File: src/rtl/alu_result_sink.sv
// Result sink after the ALU: FWFT FIFO of {Result, ALUFlags, ALUControl} with Z-count and sticky-flag statistics.
// Define ALU_SINK_STICKY_FLAGS_EN to build the sticky flag register; otherwise sticky_flags is tied to zero.
module alu_result_sink #(
    parameter int WIDTH = 5,
    parameter int DEPTH = 4
) (
    input  logic                     clk,
    input  logic                     reset,
    input  logic                     in_valid,
    output logic                     in_ready,
    input  logic [WIDTH-1:0]         Result,
    input  logic [3:0]               ALUFlags,
    input  logic [2:0]               ALUControl,
    output logic                     out_valid,
    input  logic                     out_ready,
    output logic [WIDTH-1:0]         out_result,
    output logic [3:0]               out_flags,
    output logic [2:0]               out_op,
    output logic [$clog2(DEPTH):0]   count,
    output logic [7:0]               zero_cnt,
    output logic [3:0]               sticky_flags,
    input  logic                     clr
);
    localparam int AW = $clog2(DEPTH);
    localparam int CW = AW + 1;
    localparam logic [CW-1:0] FULL = CW'(DEPTH);

    logic [WIDTH-1:0] mem_result [DEPTH];
    logic [3:0]       mem_flags  [DEPTH];
    logic [2:0]       mem_op     [DEPTH];
    logic [AW-1:0]    wr_ptr;
    logic [AW-1:0]    rd_ptr;
    logic             push;
    logic             pop;

    // in_ready looks only at registered count, so a pop never frees a slot in the same cycle
    assign in_ready  = (count != FULL);
    assign out_valid = (count != '0);
    assign push      = in_valid && in_ready;
    assign pop       = out_valid && out_ready;

    assign out_result = out_valid ? mem_result[rd_ptr] : '0;
    assign out_flags  = out_valid ? mem_flags[rd_ptr]  : '0;
    assign out_op     = out_valid ? mem_op[rd_ptr]     : '0;

    always_ff @(posedge clk) begin
        if (push) begin
            mem_result[wr_ptr] <= Result;
            mem_flags[wr_ptr]  <= ALUFlags;
            mem_op[wr_ptr]     <= ALUControl;
        end
    end

    always_ff @(posedge clk or negedge reset) begin
        if (!reset) begin
            wr_ptr <= '0;
            rd_ptr <= '0;
            count  <= '0;
        end else begin
            if (push) wr_ptr <= wr_ptr + AW'(1);
            if (pop)  rd_ptr <= rd_ptr + AW'(1);
            case ({push, pop})
                2'b10:   count <= count + CW'(1);
                2'b01:   count <= count - CW'(1);
                default: count <= count;
            endcase
        end
    end

    always_ff @(posedge clk or negedge reset) begin
        if (!reset) begin
            zero_cnt <= '0;
        end else if (clr) begin
            zero_cnt <= '0;
        end else if (push && ALUFlags[2] && (zero_cnt != 8'hFF)) begin
            zero_cnt <= zero_cnt + 8'd1;
        end
    end

`ifdef ALU_SINK_STICKY_FLAGS_EN
    always_ff @(posedge clk or negedge reset) begin
        if (!reset) begin
            sticky_flags <= '0;
        end else if (clr) begin
            sticky_flags <= '0;
        end else if (push) begin
            sticky_flags <= sticky_flags | ALUFlags;
        end
    end
`else
    assign sticky_flags = 4'b0000;
`endif

endmodule

File: config.mk
export PLATFORM = sky130hd
export DESIGN_NAME = alu_result_sink
export DESIGN_NICKNAME = d
export VERILOG_FILES = /design/src/rtl/alu_result_sink.sv
export SDC_FILE = /design/constraint.sdc
export NUM_CORES = 1
export LEC_CHECK = 0
export CORE_ASPECT_RATIO = 1.5
export CORE_MARGIN = 5
export CORE_UTILIZATION = 55
export CTS_BUF_LIST = sky130_fd_sc_hd__clkbuf_8
export CTS_CLUSTER_DIAMETER = 120
export DETAILED_ROUTE_END_ITERATION = 6
export PLACE_DENSITY_LB_ADDON = 0.05
export SYNTH_ARGS = -nofsm -noshare
export SYNTH_HDL_FRONTEND = slang
export SYNTH_SLANG_ARGS = --single-unit
File: constraint.sdc
create_clock -name clk -period 3.1 [get_ports clk]
set_clock_uncertainty 0.05 [all_clocks]
set_input_delay 0.62 -clock clk [delete_from_list [all_inputs] [get_ports clk]]
set_output_delay 0.62 -clock clk [all_outputs]
set_load 0.01 [all_outputs]
==> impl_metrics.py, run 1 <==
metrics = {
    "die": {
        "core_area_um2": 4810,
        "initial_utilization_pct": 56.19,
        "fp.dieW_um": 67.24,
        "die_h_um": 95.86,
        "ios": 46,
        "rows": 31,
        "die-area_um2": 6445,
    },
    "timing": {
        "fin_crit_ns": 2.891,
        "relSlewSlack_pct": 51.73,
        "setup_violations": 0,
        "rsz0062_at_grt": "false",
        "slew_violations": 0,
        "hold_viol": 0,
        "setup-tns-final_ns": 0,
        "post-route-period-util_pct": 93.26,
        "max_freq_mhz": 345.9,
        "hold_ws_ns": 0.4657,
        "tightest_slew_ns": 0.7218,
    },
    "yosys": {
        "synth_largest_area_cell": "edfxtp_1",
        "synth_common_cells": "48 x edfxtp_1, 15 x dfrtp_1, 13 x and2_1",
        "yosysWarnings": 0,
        "ys_seq_area_share_pct": 67.22,
        "avgSynthCellArea_um2": 16.79,
        "synth_top_area_share_pct": 53.33,
        "synth-seq-cells": 63,
        "yosys-top-cells-area": "edfxtp_1 53%, dfrtp_1 14%, mux4_2 10%",
        "synth.most_common_cell": "edfxtp_1",
        "synthesis.area_um2": 2703,
        "synthArstFlopShare_pct": 23.81,
        "synthCells": 161,
        "synth_flop_cell": "edfxtp_1",
        "synth-edff-count": 48,
        "synth.distinct_cells": 31,
    },
    "global_route": {
        "grt_start_max_net_pins": 16,
        "grt_pass1_wl_um": 7734,
        "grt_pass1_vias": 1592,
        "track_usage_pct": 16.99,
        "antenna_found_initial": 0,
        "overflow": 0,
    },
    "clocking": {
        "hold_buffers": 0,
        "cts_buffer_depth": 2,
        "cts_tree": "built",
        "insertion_delay_ns": 0.33,
        "cts_resized": 0,
        "post_cts_buffers": 0,
        "clk_pin_slew_worst_paths_ns": 0.07,
        "htreeDepth": 3,
        "cts-root-buf": "clkbuf_8",
        "cts-buffers-inserted": 9,
        "cts_num_sinks": 63,
    },
    "setup_path": {
        "worstPathArrival_ns": 2.22,
        "cp-end-kind": "output pin",
        "cp_slowest_cell": "mux4_2",
        "critPathLaunch": "rd_ptr[0]",
        "path_max_fanout": 11,
        "cpPeakStageDelay_ns": 0.52,
        "path_buf_inv": 2,
        "crit_chain": "buf_4 > mux4_2 > and2_1 > clkdlybuf4s50_1",
        "worstSetupEndpoint": "out_flags[3]",
        "r2r-end": "count[2]",
        "r2r_slack_ns": 0.77,
        "r2r_start": "count[1]",
        "cp.depth": 4,
        "critPathLaunchType": "flip-flop",
        "crit_family": "buffers and inverters",
        "crit_type": "flip-flop to output pin",
        "rr_worst_depth": 8,
        "required_ns": 2.43,
    },
    "route": {
        "ant_nets": 0,
        "finalWirelength_um": 4777,
        "drc": 0,
        "detail_route.wl_per_cell_um": 17.25,
        "via_per_inst": 5.271,
        "vias": 1460,
        "firstDrtPassIters": 4,
        "drt_iter0_drc": 45,
    },
    "placement": {
        "hpwl_um": 3303,
        "portBuffers": 41,
        "placedCellCount": 261,
        "gp_congestion": 0.7794,
    },
    "power": {
        "p_leak_nw": 1.206,
        "cellPowerDensity_nw_per_um2": 903.6,
        "p_comb_share_pct": 34.9,
        "vdd.ir_drop.worst_mv": 0.4825,
        "p_clk_share_pct": 24.9,
        "p_sw_share_pct": 28.66,
        "intPower_w": 0.002159,
        "p_seq_share_pct": 40.1,
        "p_sw_w": 0.0008676,
        "totalPowerFinal_w": 0.003027,
    },
    "final_layout": {
        "fill_cells": 362,
        "fin_nets": 230,
        "layout.cells.non_filler": 277,
        "syn_to_final_growth_pct": 23.94,
        "drive_gt1_share_pct": 18.01,
        "n_antenna_cell": 0,
    },
    "hold_path": {
        "hp-class": "flip-flop to flip-flop",
    },
    "flow_run": {
        "maxCapViolCount": 0,
    },
    "outcome": {
        "outcome": "finished, final reports clean",
    },
}
## sequential cells by signal (all words and copies together), names as in the netlist
register / flops
mem_op: 12
count: 3
mem_result: 20
mem_flags: 16
rd_ptr: 2
wr_ptr: 2
zero_cnt: 8
## cell type report
class                      count  area (um2)  share of cell area (%)
clock buffer                   9       123.9                   3.698
clock inverter                 7       88.84                   2.652
sequential                    63        1817                   54.24
multi-input combinational     84       797.0                   23.80
inverter                       6       22.52                  0.6724
timing repair buffer          42       417.9                   12.48
tap                           66       82.58                   2.465
## per-layer routing
metal | vias to the layer above | share of wire (%) | wire [um] | GRT usage (%)
met5 | - | 0 | 0 | 0
met4 | 0 | 1.7 | 79 | 6.599
met3 | 6 | 4.5 | 215 | 5.491
met2 | 38 | 56 | 2680 | 29.45
met1 | 728 | 38 | 1802 | 19.16
li1 | 688 | - | - | -
## power groups by stage
stage | registers [W] | clock network, W | logic [W]
global placement | 0.00122 | 0 | 0.00105
floorplan | 0.00119 | 0 | 0.000666
finish | 0.00122 | 0.000755 | 0.00106
global route | 0.00123 | 0.000809 | 0.00115
detailed placement | 0.00124 | 0 | 0.00108
CTS | 0.00122 | 0.000772 | 0.00109
## worst min-delay path by stage
stage,startpoint,endpoint,cells after the start
after global routing,count[2],count[2],1
after CTS,count[2],count[2],1
after global placement,count[2],count[2],1
final,count[2],count[2],1
after floorplan,reset,count[0],0
after detailed placement,count[2],count[2],1
## cell usage in the layout, fill, tap and decap left out, drive strengths merged, types with 2 or more instances in the layout
| master | n |
|---|---|
| a21oi | 6 |
| and2 | 13 |
| and3 | 4 |
| and4 | 2 |
| bufinv | 2 |
| clkbuf | 9 |
| clkdlybuf4s50 | 41 |
| clkinv | 2 |
| clkinvlp | 2 |
| conb | 4 |
| dfrtp | 15 |
| edfxtp | 48 |
| ha | 6 |
| inv | 7 |
| mux2i | 2 |
| mux4 | 12 |
| nand2 | 4 |
| nand3 | 3 |
| nor2 | 3 |
| o21ai | 5 |
| or3 | 6 |
| xnor2 | 3 |
| xor2 | 4 |
## stage by stage
step | cell area, um2 | utilization (%) | worst slack (ns)
floorplan | 2714 | - | 0.9361
global placement | 3137 | 65.22 | 0.5881
detailed placement | 3137 | 65.22 | 0.5388
CTS | 3349 | 69.64 | 0.1515
global route | 3349 | 69.64 | 0.08919
finish | 3349 | 69.64 | 0.2091
## cells by family (layout without fill, tap and decap cells)
kind of cell | count (synthesis) | in the layout | share of synthesized area, %
flip-flops | 63 | 63 | 67.22
other | 1 | 4 | 0.1388
XOR/XNOR | 7 | 7 | 2.269
multiplexers | 15 | 15 | 11.16
AND/OR/NAND/NOR | 38 | 38 | 8.704
AO/OA/AOI/OAI | 13 | 13 | 3.287
adder cells (fa/ha/maj) | 7 | 7 | 3.518
buffers and inverters | 17 | 64 | 3.703
(Power assumes the default switching activity.)
==> run 2, diff against run 1 <==
CAP_MARGIN = 0   (was default)
CTS_BUF_LIST = sky130_fd_sc_hd__clkbuf_4 sky130_fd_sc_hd__clkbuf_8 sky130_fd_sc_hd__clkbuf_16   (was sky130_fd_sc_hd__clkbuf_8)
clock period = 3.4 ns   (was 3.1 ns; I/O delays follow)
==> impl_metrics.py, run 2 (synthesis results as in run 1) <==
metrics = {
    "final_layout": {
        "final_area_um2": 3353,
        "top_regs": "mem_result: 20 flops, mem_flags: 16 flops, mem_op: 12 flops",
        "n_antenna_cell": 0,
        "layout_commonest_cell": "edfxtp_1",
        "regMostFlops": "mem_result",
        "fin_nets": 230,
        "layout_common_cells": "48 x edfxtp_1, 41 x clkdlybuf4s50_1, 15 x dfrtp_1",
        "largest_register_ffs": 20,
        "syn_to_final_growth_pct": 24.07,
        "drive_gt1_share_pct": 18.48,
        "fill_cells": 364,
    },
    "setup_path": {
        "cp_slowest_cell": "mux4_2",
        "critPathLaunch": "rd_ptr[0]",
        "cp.depth": 4,
        "r2r_slack_ns": 1.07,
        "crit_family": "buffers and inverters",
        "worstPathArrival_ns": 2.23,
        "required_ns": 2.67,
        "r2r_start": "count[1]",
        "critPathLaunchType": "flip-flop",
        "crit_type": "flip-flop to output pin",
        "path_buf_inv": 2,
        "cpPeakStageDelay_ns": 0.52,
        "r2r-end": "count[2]",
        "path_max_fanout": 11,
        "cp-end-kind": "output pin",
        "crit_chain": "buf_4 > mux4_2 > and2_1 > clkdlybuf4s50_1",
        "rr_worst_depth": 8,
        "worstSetupEndpoint": "out_flags[3]",
    },
    "timing": {
        "setup-tns-final_ns": 0,
        "post-route-period-util_pct": 86.95,
        "relSlewSlack_pct": 51.47,
        "hold_viol": 0,
        "rsz0062_at_grt": "false",
        "max_freq_mhz": 338.3,
        "worst_slack_ns": 0.4436,
        "fin_crit_ns": 2.956,
        "setup_violations": 0,
        "slew_violations": 0,
        "tightest_slew_ns": 0.7257,
    },
    "route": {
        "drc": 0,
        "finalWirelength_um": 4795,
        "vias": 1471,
        "drt_iter0_drc": 50,
        "via_per_inst": 5.310,
        "firstDrtPassIters": 4,
        "detail_route.wl_per_cell_um": 17.31,
        "ant_nets": 0,
    },
    "placement": {
        "place_area_um2": 3137,
        "gp_congestion": 0.7794,
        "portBuffers": 41,
        "place_ws_ns": 0.7788,
        "hpwl_um": 3303,
    },
    "hold_path": {
        "hp-class": "flip-flop to flip-flop",
    },
    "clocking": {
        "cts_tree": "built",
        "htreeDepth": 3,
        "cts_num_sinks": 63,
        "cts-root-buf": "clkbuf_8",
        "insertion_delay_ns": 0.33,
        "hold_buffers": 0,
        "cts-buffers-inserted": 9,
        "cts_buffer_depth": 2,
        "cts_resized": 0,
        "clk_pin_slew_worst_paths_ns": 0.07,
        "post_cts_buffers": 0,
    },
    "global_route": {
        "grt_pass1_vias": 1600,
        "track_usage_pct": 16.99,
        "grt_pass1_wl_um": 7734,
        "overflow": 0,
        "antenna_found_initial": 0,
        "grt_start_max_net_pins": 16,
    },
    "outcome": {
        "outcome": "finished, final reports clean",
    },
    "power": {
        "p_leak_nw": 1.205,
        "p_clk_share_pct": 25.2,
        "p_comb_share_pct": 34.8,
        "p_seq_share_pct": 40.0,
        "p_sw_share_pct": 28.55,
        "p_sw_w": 0.0007911,
        "cellPowerDensity_nw_per_um2": 826.3,
        "vdd.ir_drop.worst_mv": 0.4401,
        "intPower_w": 0.001980,
    },
    "die": {
        "rows": 31,
        "die_h_um": 95.86,
        "ios": 46,
        "fp.dieW_um": 67.24,
        "die-area_um2": 6445,
        "initial_utilization_pct": 56.19,
        "core_area_um2": 4810,
    },
    "flow_run": {
        "maxCapViolCount": 0,
    },
}
## run 2: cell types whose count changed in the layout (fill, tap and decap cells not counted), sizes merged
| cell | previous run | this run |
|---|---|---|
| clkbuf | 9 | 10 |
| inv | 7 | 6 |
## run 2: routing by layer
metal | track usage, % | up-vias | wire length (um)
met4 | 6.599 | 0 | 79
met2 | 29.70 | 38 | 2668
met3 | 5.491 | 7 | 212
li1 | - | 689 | -
met5 | 0 | - | 0
met1 | 18.91 | 737 | 1835
## run 2: area by class of cell
cell class	instances	area, um2	share of cell area (%)
clock buffers	10	131.4	3.918
clock inverters	6	85.08	2.537
flip-flops and latches	63	1817	54.18
well taps	66	82.58	2.463
repair buffers	42	417.9	12.46
inverters	6	22.52	0.6716
multi-input cells	84	797.0	23.77
## run 2: worst min path at each step
| stage | start | end | slack [ns] | depth (start not counted) |
|---|---|---|---|---|
| 3_3_place_gp | count[2] | count[2] | 0.44 | 1 |
| 5_1_grt | count[2] | count[2] | 0.48 | 1 |
| 3_5_place_dp | count[2] | count[2] | 0.46 | 1 |
| 2_1_floorplan | reset | count[0] | 0.33 | 0 |
| 6_report | count[2] | count[2] | 0.47 | 1 |
| 4_1_cts | count[2] | count[2] | 0.46 | 1 |
## run 2: stage by stage
step	total power [W]	utilization, %	hold slack [ns]	std cells
floorplan	0.001689	-	0.3344	164
global placement	0.002067	65.22	0.4396	261
detailed placement	0.002112	65.22	0.4557	261
CTS	0.002818	69.72	0.4649	277
global route	0.002921	69.72	0.4814	277
finish	0.002771	69.72	0.4657	277
## run 2: power groups by stage
stage / registers [W] / clock network (W) / logic [W]
detailed placement: 0.00113 / 0 / 0.000985
CTS: 0.00111 / 0.000714 / 0.000992
floorplan: 0.00108 / 0 / 0.000607
global placement: 0.00111 / 0 / 0.000954
global route: 0.00113 / 0.000749 / 0.00105
finish: 0.00111 / 0.000698 / 0.000964
